--- config.mk ---
export PLATFORM = sky130hd
export DESIGN_NAME = inst_fetch_ctrl
export DESIGN_NICKNAME = d
export VERILOG_FILES = /design/src/rtl/inst_fetch_ctrl.sv
export SDC_FILE = /design/constraint.sdc
export NUM_CORES = 1
export LEC_CHECK = 0
export BUFFER_PORTS_ARGS = -buffer_cell sky130_fd_sc_hd__clkbuf_2
export CORE_MARGIN = 8
export CORE_UTILIZATION = 45
export CTS_BUF_LIST = sky130_fd_sc_hd__clkbuf_8
export CTS_CLUSTER_SIZE = 8
export DETAILED_ROUTE_END_ITERATION = 12
export PLACE_DENSITY = 0.72
export SYNTH_ARGS = -nofsm -noshare
export SYNTH_HDL_FRONTEND = slang
export SYNTH_SLANG_ARGS = --single-unit
--- constraint.sdc ---
create_clock -name i_clk -period 5.8 [get_ports i_clk]
set_input_delay 0.58 -clock i_clk [delete_from_list [all_inputs] [get_ports i_clk]]
set_output_delay 0.58 -clock i_clk [all_outputs]
set_load 0.005 [all_outputs]
--- src/rtl/inst_fetch_ctrl.sv ---
// Instruction fetch controller: issues imem reads at the current PC, tracks reads in flight
// and buffers returned words in order for decode, discarding stale data after a redirect.
module inst_fetch_ctrl #(
  parameter int DEPTH = 2
) (
  input  logic        i_clk,
  input  logic        i_rst_n,
  input  logic [31:0] i_pc,
  output logic [31:0] o_npc,
  input  logic        i_redirect_valid,
  input  logic [31:0] i_redirect_target,
  output logic        o_imem_req,
  output logic [31:0] o_imem_addr,
  input  logic        i_imem_gnt,
  input  logic        i_imem_rvalid,
  input  logic [31:0] i_imem_rdata,
  output logic        o_inst_valid,
  output logic [31:0] o_inst,
  output logic [31:0] o_inst_pc,
  input  logic        i_inst_ready
);

  localparam int PW = $clog2(DEPTH);
  localparam int CW = $clog2(DEPTH + 1);

  typedef logic [PW-1:0] ptr_t;
  typedef logic [CW-1:0] cnt_t;

  localparam ptr_t          LAST_P  = ptr_t'(DEPTH - 1);
  localparam logic [CW:0]   DEPTH_U = (CW + 1)'(DEPTH);

  typedef enum logic {
    ST_IDLE,
    ST_RUN
  } state_t;

  state_t      r_state;
  state_t      w_stateNxt;

  cnt_t        r_outstanding;
  cnt_t        r_drop;
  cnt_t        r_count;

  logic [31:0] r_addrMem [DEPTH];
  ptr_t        r_addrWr;
  ptr_t        r_addrRd;

  logic [63:0] r_instMem [DEPTH];
  ptr_t        r_instWr;
  ptr_t        r_instRd;

  logic        w_issue;
  logic        w_grant;
  logic        w_resp;
  logic        w_enq;
  logic        w_deq;
  logic [CW:0] w_used;
  logic [31:0] w_popPc;

  function automatic ptr_t ptrInc(input ptr_t p);
    return (p == LAST_P) ? '0 : p + ptr_t'(1);
  endfunction

  always_ff @(posedge i_clk) begin
    if (!i_rst_n) begin
      r_state <= ST_IDLE;
    end else begin
      r_state <= w_stateNxt;
    end
  end

  // A fetch slot is reserved at issue, so in-flight reads plus buffered words never exceed DEPTH.
  assign w_used = {1'b0, r_outstanding} + {1'b0, r_count};

  always_comb begin
    w_stateNxt = r_state;
    w_issue    = 1'b0;
    unique case (r_state)
      ST_IDLE: w_stateNxt = ST_RUN;
      ST_RUN:  w_issue    = !i_redirect_valid && (w_used < DEPTH_U);
    endcase
  end

  assign o_imem_req  = w_issue;
  assign o_imem_addr = i_pc & ~32'd3;
  assign w_grant     = o_imem_req & i_imem_gnt;

  assign o_npc = i_redirect_valid ? (i_redirect_target & ~32'd3) :
                 w_grant          ? (i_pc + 32'd4) :
                                    i_pc;

  // Responses with nothing in flight are strays (e.g. left over from before a reset).
  assign w_resp  = i_imem_rvalid && (r_outstanding != '0);
  assign w_enq   = w_resp && !i_redirect_valid && (r_drop == '0);
  assign w_deq   = o_inst_valid && i_inst_ready;
  assign w_popPc = r_addrMem[r_addrRd];

  always_ff @(posedge i_clk) begin
    if (!i_rst_n) begin
      r_outstanding <= '0;
      r_addrWr      <= '0;
      r_addrRd      <= '0;
    end else begin
      r_outstanding <= r_outstanding + cnt_t'(w_grant) - cnt_t'(w_resp);
      if (w_grant) begin
        r_addrWr <= ptrInc(r_addrWr);
      end
      if (w_resp) begin
        r_addrRd <= ptrInc(r_addrRd);
      end
    end
  end

  always_ff @(posedge i_clk) begin
    if (w_grant) begin
      r_addrMem[r_addrWr] <= i_pc;
    end
  end

  // Everything still in flight at a redirect belongs to the old path and must be dropped.
  always_ff @(posedge i_clk) begin
    if (!i_rst_n) begin
      r_drop <= '0;
    end else if (i_redirect_valid) begin
      r_drop <= r_outstanding - cnt_t'(w_resp);
    end else if (w_resp && (r_drop != '0)) begin
      r_drop <= r_drop - cnt_t'(1);
    end
  end

  always_ff @(posedge i_clk) begin
    if (!i_rst_n) begin
      r_count  <= '0;
      r_instWr <= '0;
      r_instRd <= '0;
      for (int i = 0; i < DEPTH; i++) begin
        r_instMem[i] <= '0;
      end
    end else if (i_redirect_valid) begin
      r_count  <= '0;
      r_instWr <= '0;
      r_instRd <= '0;
    end else begin
      r_count <= r_count + cnt_t'(w_enq) - cnt_t'(w_deq);
      if (w_enq) begin
        r_instMem[r_instWr] <= {w_popPc, i_imem_rdata};
        r_instWr            <= ptrInc(r_instWr);
      end
      if (w_deq) begin
        r_instRd <= ptrInc(r_instRd);
      end
    end
  end

  assign o_inst_valid = (r_count != '0);
  assign o_inst_pc    = r_instMem[r_instRd][63:32];
  assign o_inst       = r_instMem[r_instRd][31:0];

endmodule
==> out/results.ini, run 1 <==
[route]
firstDrtPassIters=5
vias=6404
via_per_inst=5.21
wirelength_um=22800
avgRoutedWirePerCell_um=18.6
dr.first_iter.drc_count=325
post-route-drc-count=0
ant_nets=0

[yosys]
async_reset_ff_frac=0
yosysUniqueCellTypes=43
syn_area_per_cell_um2=13.0
synth_top_cell_by_area=edfxtp_1
ys_seq_area_frac=0.632
synth.top_cell.area_share=0.604
yosysWarnings=0
ys_top_cells_by_area=edfxtp_1 (60%), mux2_2 (7.6%), and2_1 (4.7%)
synth_ff_type=edfxtp_1
syn_inst=733
synth_edf_count=192
syn_area_um2=9540
synth_seq_cells=205

[worst_setup_path]
arrival_ns=3.59
cpPeakStageDelay_ns=0.65
slowest_stage=or4_4
worstSetupEndpointType=output port
path_class=reg -> out
worstPathRequired_ns=5.22
path_delay_family=simple AND/OR/NAND/NOR gates
cp-start-kind=register
crit_fanout=12
path_cells=and2_1 > fa_1 > or4b_4 > or4_4 > or4_1 > a31oi_1 > clkbuf_2
timing.critical_path.buf_inv=1

[die]
fp.dieArea_um2=26100
initial_core_util=0.457
core_area_um2=20900
die_w_um=162
rows=53
ios=232
die_y_um=162

[global_routing]
antenna_found_initial=1
track_usage=0.174
grt_overflow=0
grt_pass1_wl_um=35800
grt_max_degree=65
grt_pass1_vias=6684

[power_and_ir_drop]
ir_drop_v=0.000129
powerDensity_nw_per_um2=309
p_leak_nw=4.51

[clocking]
cts_resized=0
cts_tree=built
cts_hold_buf=0
htree_num_levels=2
clk_latency_ns=0.49
root_buffer=clkbuf_8
cts_made_buffers=35
clockBufferDepth=3
clk_pin_slew_worst_paths_ns=0.06
cts_sinks=205
cts_setup_buffers=0

[hold_path]
hp-class=in -> reg

[sta]
layout_min_cycle_time_ns=4.17
rsz0062_at_grt=no
fmax_mhz=240
tns_ns=0
hold_violations=0
finalCritPeriodShare=0.720
relSlewSlack=0.269
finalSetupViolations=0
fin_skew_ns=0.00713
report.final.slew_viol_count=0
hold_slack_ns=0.288
tightest_slew_ns=1.10

[final_layout]
insertedDiodeCount=0
n_fill_cell=1781
finalNetCount=1041
syn2layout_area_growth_pct=18.9
final_layout_size_suffix_gt1_frac=0.371

[place]
gp_congestion=0.794
hpwl_um=15000
port_buffers=227

[run_status]
status=completed

[run]
max-cap-violations=0

## layout by cell type, fill, tap and decap left out, types with 4 or more instances in the layout
master    instances
or3_1             4
clkbuf_2        227
xnor2_1          12
edfxtp_1        192
a31oi_1          16
clkbuf_8         41
and2_1           71
nand4_1           7
and3_1            6
clkinv_1          6
ha_1              7
o21ai_0          14
nand2_1          30
nor3_1            5
inv_1            24
nand3_1          15
dfxtp_1          11
buf_4             4
xor2_1            5
nor2_1           89
o31ai_1          13
mux2i_1          33
mux2_2           64
or4_1            17
## routing by layer
metal | share of wire | wire length, µm | up-vias | GRT usage
li1 | - | - | 3041 | -
met1 | 0.43 | 9830 | 3069 | 0.219
met2 | 0.47 | 10700 | 252 | 0.282
met3 | 0.076 | 1740 | 40 | 0.0491
met4 | 0.022 | 497 | 2 | 0.0652
met5 | 0.00048 | 11 | - | 0
## kinds of logic (layout without fill, tap and decap cells)
kind of cell               after synthesis  count (layout)  share of synthesized area
and+or+nand+nor                        267             267                      0.147
DFF                                    205             205                      0.632
muxes                                   97              97                      0.110
buffers and inverters                   85             304                     0.0484
AOI/OAI and AO/OA                       53              53                     0.0357
xor gates and xnor gates                17              17                     0.0156
adders and majority gates                8               8                     0.0113
other                                    1               2                   0.000393
## cell type report
type / instances / area [µm²] / area share
sequential: 205 / 6030 / 0.532
multi-input combinational: 444 / 3090 / 0.273
timing repair buffer: 231 / 1170 / 0.103
clock buffer: 41 / 564 / 0.0497
tap: 275 / 344 / 0.0303
clock inverter: 18 / 95.1 / 0.00838
inverter: 14 / 52.6 / 0.00463
## state kept, by name (all words and copies together) (netlist names), named ones only
register	flops
r_addrMem	64
r_instMem	128
r_addrWr	1
r_instWr	1
r_drop	2
r_outstanding	2
r_count	2
r_addrRd	1
r_state	1
r_instRd	1
## through the flow
stage / instance area, µm² / total power [mW] / setup WS [ns] / util / std cells
after CTS: 11300 / 3.55 / 1.61 / 0.543 / 1228
after global placement: 10700 / 2.30 / 1.74 / 0.512 / 1169
after global routing: 11300 / 3.67 / 1.51 / 0.543 / 1228
final: 11300 / 3.50 / 1.63 / 0.543 / 1228
after floorplan: 9540 / 2.11 / 1.35 / - / 734
after detailed placement: 10700 / 2.32 / 1.70 / 0.512 / 1169
## cell usage after synthesis, types with 2 or more instances
master and instances:
or4_1 17, and3_1 7, and2_1 71, or4_4 3, nand3_1 16, nor4_1 3, inv_1 14, o21ai_0 15
nor3_1 5, nand2_1 31, buf_4 32, o31ai_1 13, or3_1 4, a31oi_1 16, nand4_1 7, buf_6 3
o211ai_1 3, ha_1 7, mux2_2 64, xor2_1 5, nor2b_1 3, dfxtp_1 13, nor2_1 90, clkbuf_1 35
xnor2_1 12, or2_2 3, and4_1 2, mux2i_1 33, edfxtp_1 192
## final timing paths
kind | start | endpoint | slack [ns] | cells past startpoint
min | i_pc[0] | r_addrMem[0][0] | 0.29 | 1
min reg2reg | r_instRd | register | 0.52 | 2
max reg2reg | r_outstanding[1] | r_instMem[1][12] | 2.59 | 5
max | r_outstanding[0] | o_npc[31] | 1.63 | 7
## where the power goes
part	leakage (nW)	internal, mW	switching, mW
combinational	2.13	0.227	0.253
clock	0.376	0.681	0.545
sequential	2.01	1.72	0.0762
total	4.51	2.63	0.874
Power figures use the tool's default switching activity.
==> run 2: changes to the inputs <==
==> constraint.sdc (replaced) <==
create_clock -name i_clk -period 3.83 [get_ports i_clk]
set_input_delay 0.383 -clock i_clk [delete_from_list [all_inputs] [get_ports i_clk]]
set_output_delay 0.383 -clock i_clk [all_outputs]
set_load 0.005 [all_outputs]
==> run 2 against run 1 <==
Clock skew rose by 0.010 ns. Largest cell class unchanged. Wire length rose by 1.1%. Via count rose by 0.58%. Count of clock-buffer cells in the layout fell by 5. Combinational power rose by 54%. Highest routed layer is now met4. Largest power group unchanged. Power rose by 47%. Core utilization rose by 0.36 points.
==> out/results.ini, run 2 (synthesis results as in run 1) <==
[route]
firstDrtPassIters=4  ; -1
dr.first_iter.drc_count=319  ; -1.8%
ant_nets=0  ; unchanged
via_per_inst=5.19  ; -0.40%
post-route-drc-count=0  ; unchanged
avgRoutedWirePerCell_um=18.6  ; +0.14%
vias=6441  ; +0.58%
wirelength_um=23000  ; +1.1%

[global_routing]
grt_max_degree=65  ; unchanged
grt_overflow=0  ; unchanged
grt_pass1_wl_um=35300  ; -1.5%
grt_pass1_vias=6598  ; -1.3%
track_usage=0.171  ; -0.00312
antenna_found_initial=0  ; -1

[final_layout]
top_register=r_instMem
most-common-layout-cells=clkbuf_2 (224), edfxtp_1 (192), nor2_1 (89)
syn2layout_area_growth_pct=19.7
fin_area_um2=11400  ; +0.66%
finalNetCount=1050  ; +0.86%
layoutNonFillerInstCount=1240  ; +0.98%
final_common_cell=clkbuf_2
n_fill_cell=1799  ; +1.0%
insertedDiodeCount=0  ; unchanged
final_layout_size_suffix_gt1_frac=0.381  ; +0.00989
final_core_util=0.547  ; +0.00359
largest_register_ffs=128  ; unchanged
top_regs=r_instMem: 128 flops, r_addrMem: 64 flops

[place]
gp_congestion=0.799  ; +0.55%
place_area_um2=10700  ; +0.44%
place_inst=1172  ; +0.26%
hpwl_um=15300  ; +1.6%
place_ws_ns=0.461  ; -1.24 ns
port_buffers=227  ; unchanged

[power_and_ir_drop]
powerDensity_nw_per_um2=452  ; +46%
p_int_mw=3.84  ; +46%
pwr-share-seq=0.528  ; +0.015
switchingPower_mw=1.33  ; +52%
clkPwrFrac=0.329  ; -0.021
p_leak_nw=4.55  ; +0.75%
total_power_mw=5.17  ; +47%
power_frac_comb=0.143  ; +0.006
ir_drop_v=0.000212  ; +65%
swShare=0.257  ; +0.00791

[clocking]
clockBufferDepth=3  ; unchanged
cts_tree=built
cts_made_buffers=35  ; unchanged
cts_sinks=205  ; unchanged
cts_hold_buf=0  ; unchanged
clk_pin_slew_worst_paths_ns=0.06  ; about the same
htree_num_levels=2  ; unchanged
root_buffer=clkbuf_8
clk_latency_ns=0.50  ; about the same

[sta]
hold_violations=0  ; unchanged
finalSetupViolations=0  ; unchanged
tightest_slew_ns=1.12  ; +0.0265 ns
finalCritPeriodShare=0.974
relSlewSlack=0.251  ; -0.0177
fmax_mhz=268
setup_slack_ns=0.0984  ; -1.53 ns
rsz0062_at_grt=yes
layout_min_cycle_time_ns=3.73
fin_skew_ns=0.0173  ; +0.0101 ns
report.final.slew_viol_count=0  ; unchanged

[worst_setup_path]
cpPeakStageDelay_ns=0.59  ; -0.06 ns
worstPathRequired_ns=3.45  ; -1.77 ns
path_delay_family=simple AND/OR/NAND/NOR gates
timing.critical_path.buf_inv=1  ; unchanged
worstSetupEndpointType=output port
path_class=reg -> out
path_cells=and2_4 > fa_1 > or4b_4 > or4_4 > or4_1 > a31oi_1 > buf_2
arrival_ns=3.35  ; -0.24 ns
crit_fanout=7  ; -5
cp.depth=7  ; unchanged
r2r_start=r_count[0]
setup.worst_path.start=r_count[0]
slowest_stage=or4_4
ff2ff_path_depth=11  ; +6
cp-start-kind=register

[hold_path]
hp-start=i_pc[1]
hp-class=in -> reg
worstHoldPathCells=1  ; unchanged

[die]
initial_core_util=0.457  ; unchanged
die_w_um=162  ; unchanged
fp.dieArea_um2=26100  ; unchanged
rows=53  ; unchanged
core_area_um2=20900  ; unchanged
ios=232  ; unchanged
die_y_um=162  ; unchanged

[run]
max-cap-violations=0  ; unchanged

[run_status]
status=completed

run 2: changes by cell type in the layout (fill, tap and decap cells not counted), sizes merged:
cell and change:
inv +4, clkinv +2, buf +12, clkinvlp +3, clkbuf -8, bufinv -1
run 2: path summary, 6_finish.rpt:
kind	to	slack, ns
worst max-delay path	o_npc[31]	0.1
worst min-delay path	r_addrMem[0][1]	0.09
worst min register to register	r_instRd	0.53
worst max register to register	r_outstanding[1]	0.91
run 2: power by group through the flow:
stage	sequential (mW)	combinational [mW]	clock, mW
2_1_floorplan	2.69	0.508	0
3_3_place_gp	2.77	0.735	0
3_5_place_dp	2.77	0.744	0
4_1_cts	2.73	0.751	1.75
6_report	2.73	0.739	1.70
5_1_grt	2.74	0.821	1.86
run 2: metrics by stage:
| stage | hold WS, ns | setup TNS [ns] |
|---|---|---|
| floorplan | 0.411 | 0 |
| finish | 0.0915 | 0 |
| global placement | 0.494 | 0 |
| CTS | 0.0562 | -0.00823 |
| global route | 0.0662 | -0.00878 |
| detailed placement | 0.521 | 0 |
run 2: repair_timing:
item                       4_1_cts  5_1_grt
gates resized for setup          4        8
setup endpoints to repair        8       10
setup buffers                    4        2
pin swaps                        5        4
hold endpoints to repair         0        0
run 2: routing by layer:
| layer | GRT usage | vias to the layer above | wire [µm] | share of wire |
|---|---|---|---|---|
| met4 | 0.0526 | 0 | 484 | 0.021 |
| met5 | 0 | - | 0 | 0 |
| met3 | 0.0450 | 38 | 1690 | 0.073 |
| met1 | 0.219 | 3091 | 9970 | 0.43 |
| met2 | 0.281 | 246 | 10900 | 0.47 |
| li1 | - | 3066 | - | - |
run 2: cell type report:
cell class                 instances  area (µm²)  share of cell area
sequential                       205        6030               0.528
multi-input combinational        444        3120               0.273
timing repair buffer             240        1260               0.111
clock buffer                      36         495              0.0434
tap                              275         344              0.0301
clock inverter                    26         111             0.00975
inverter                          14        52.6             0.00460
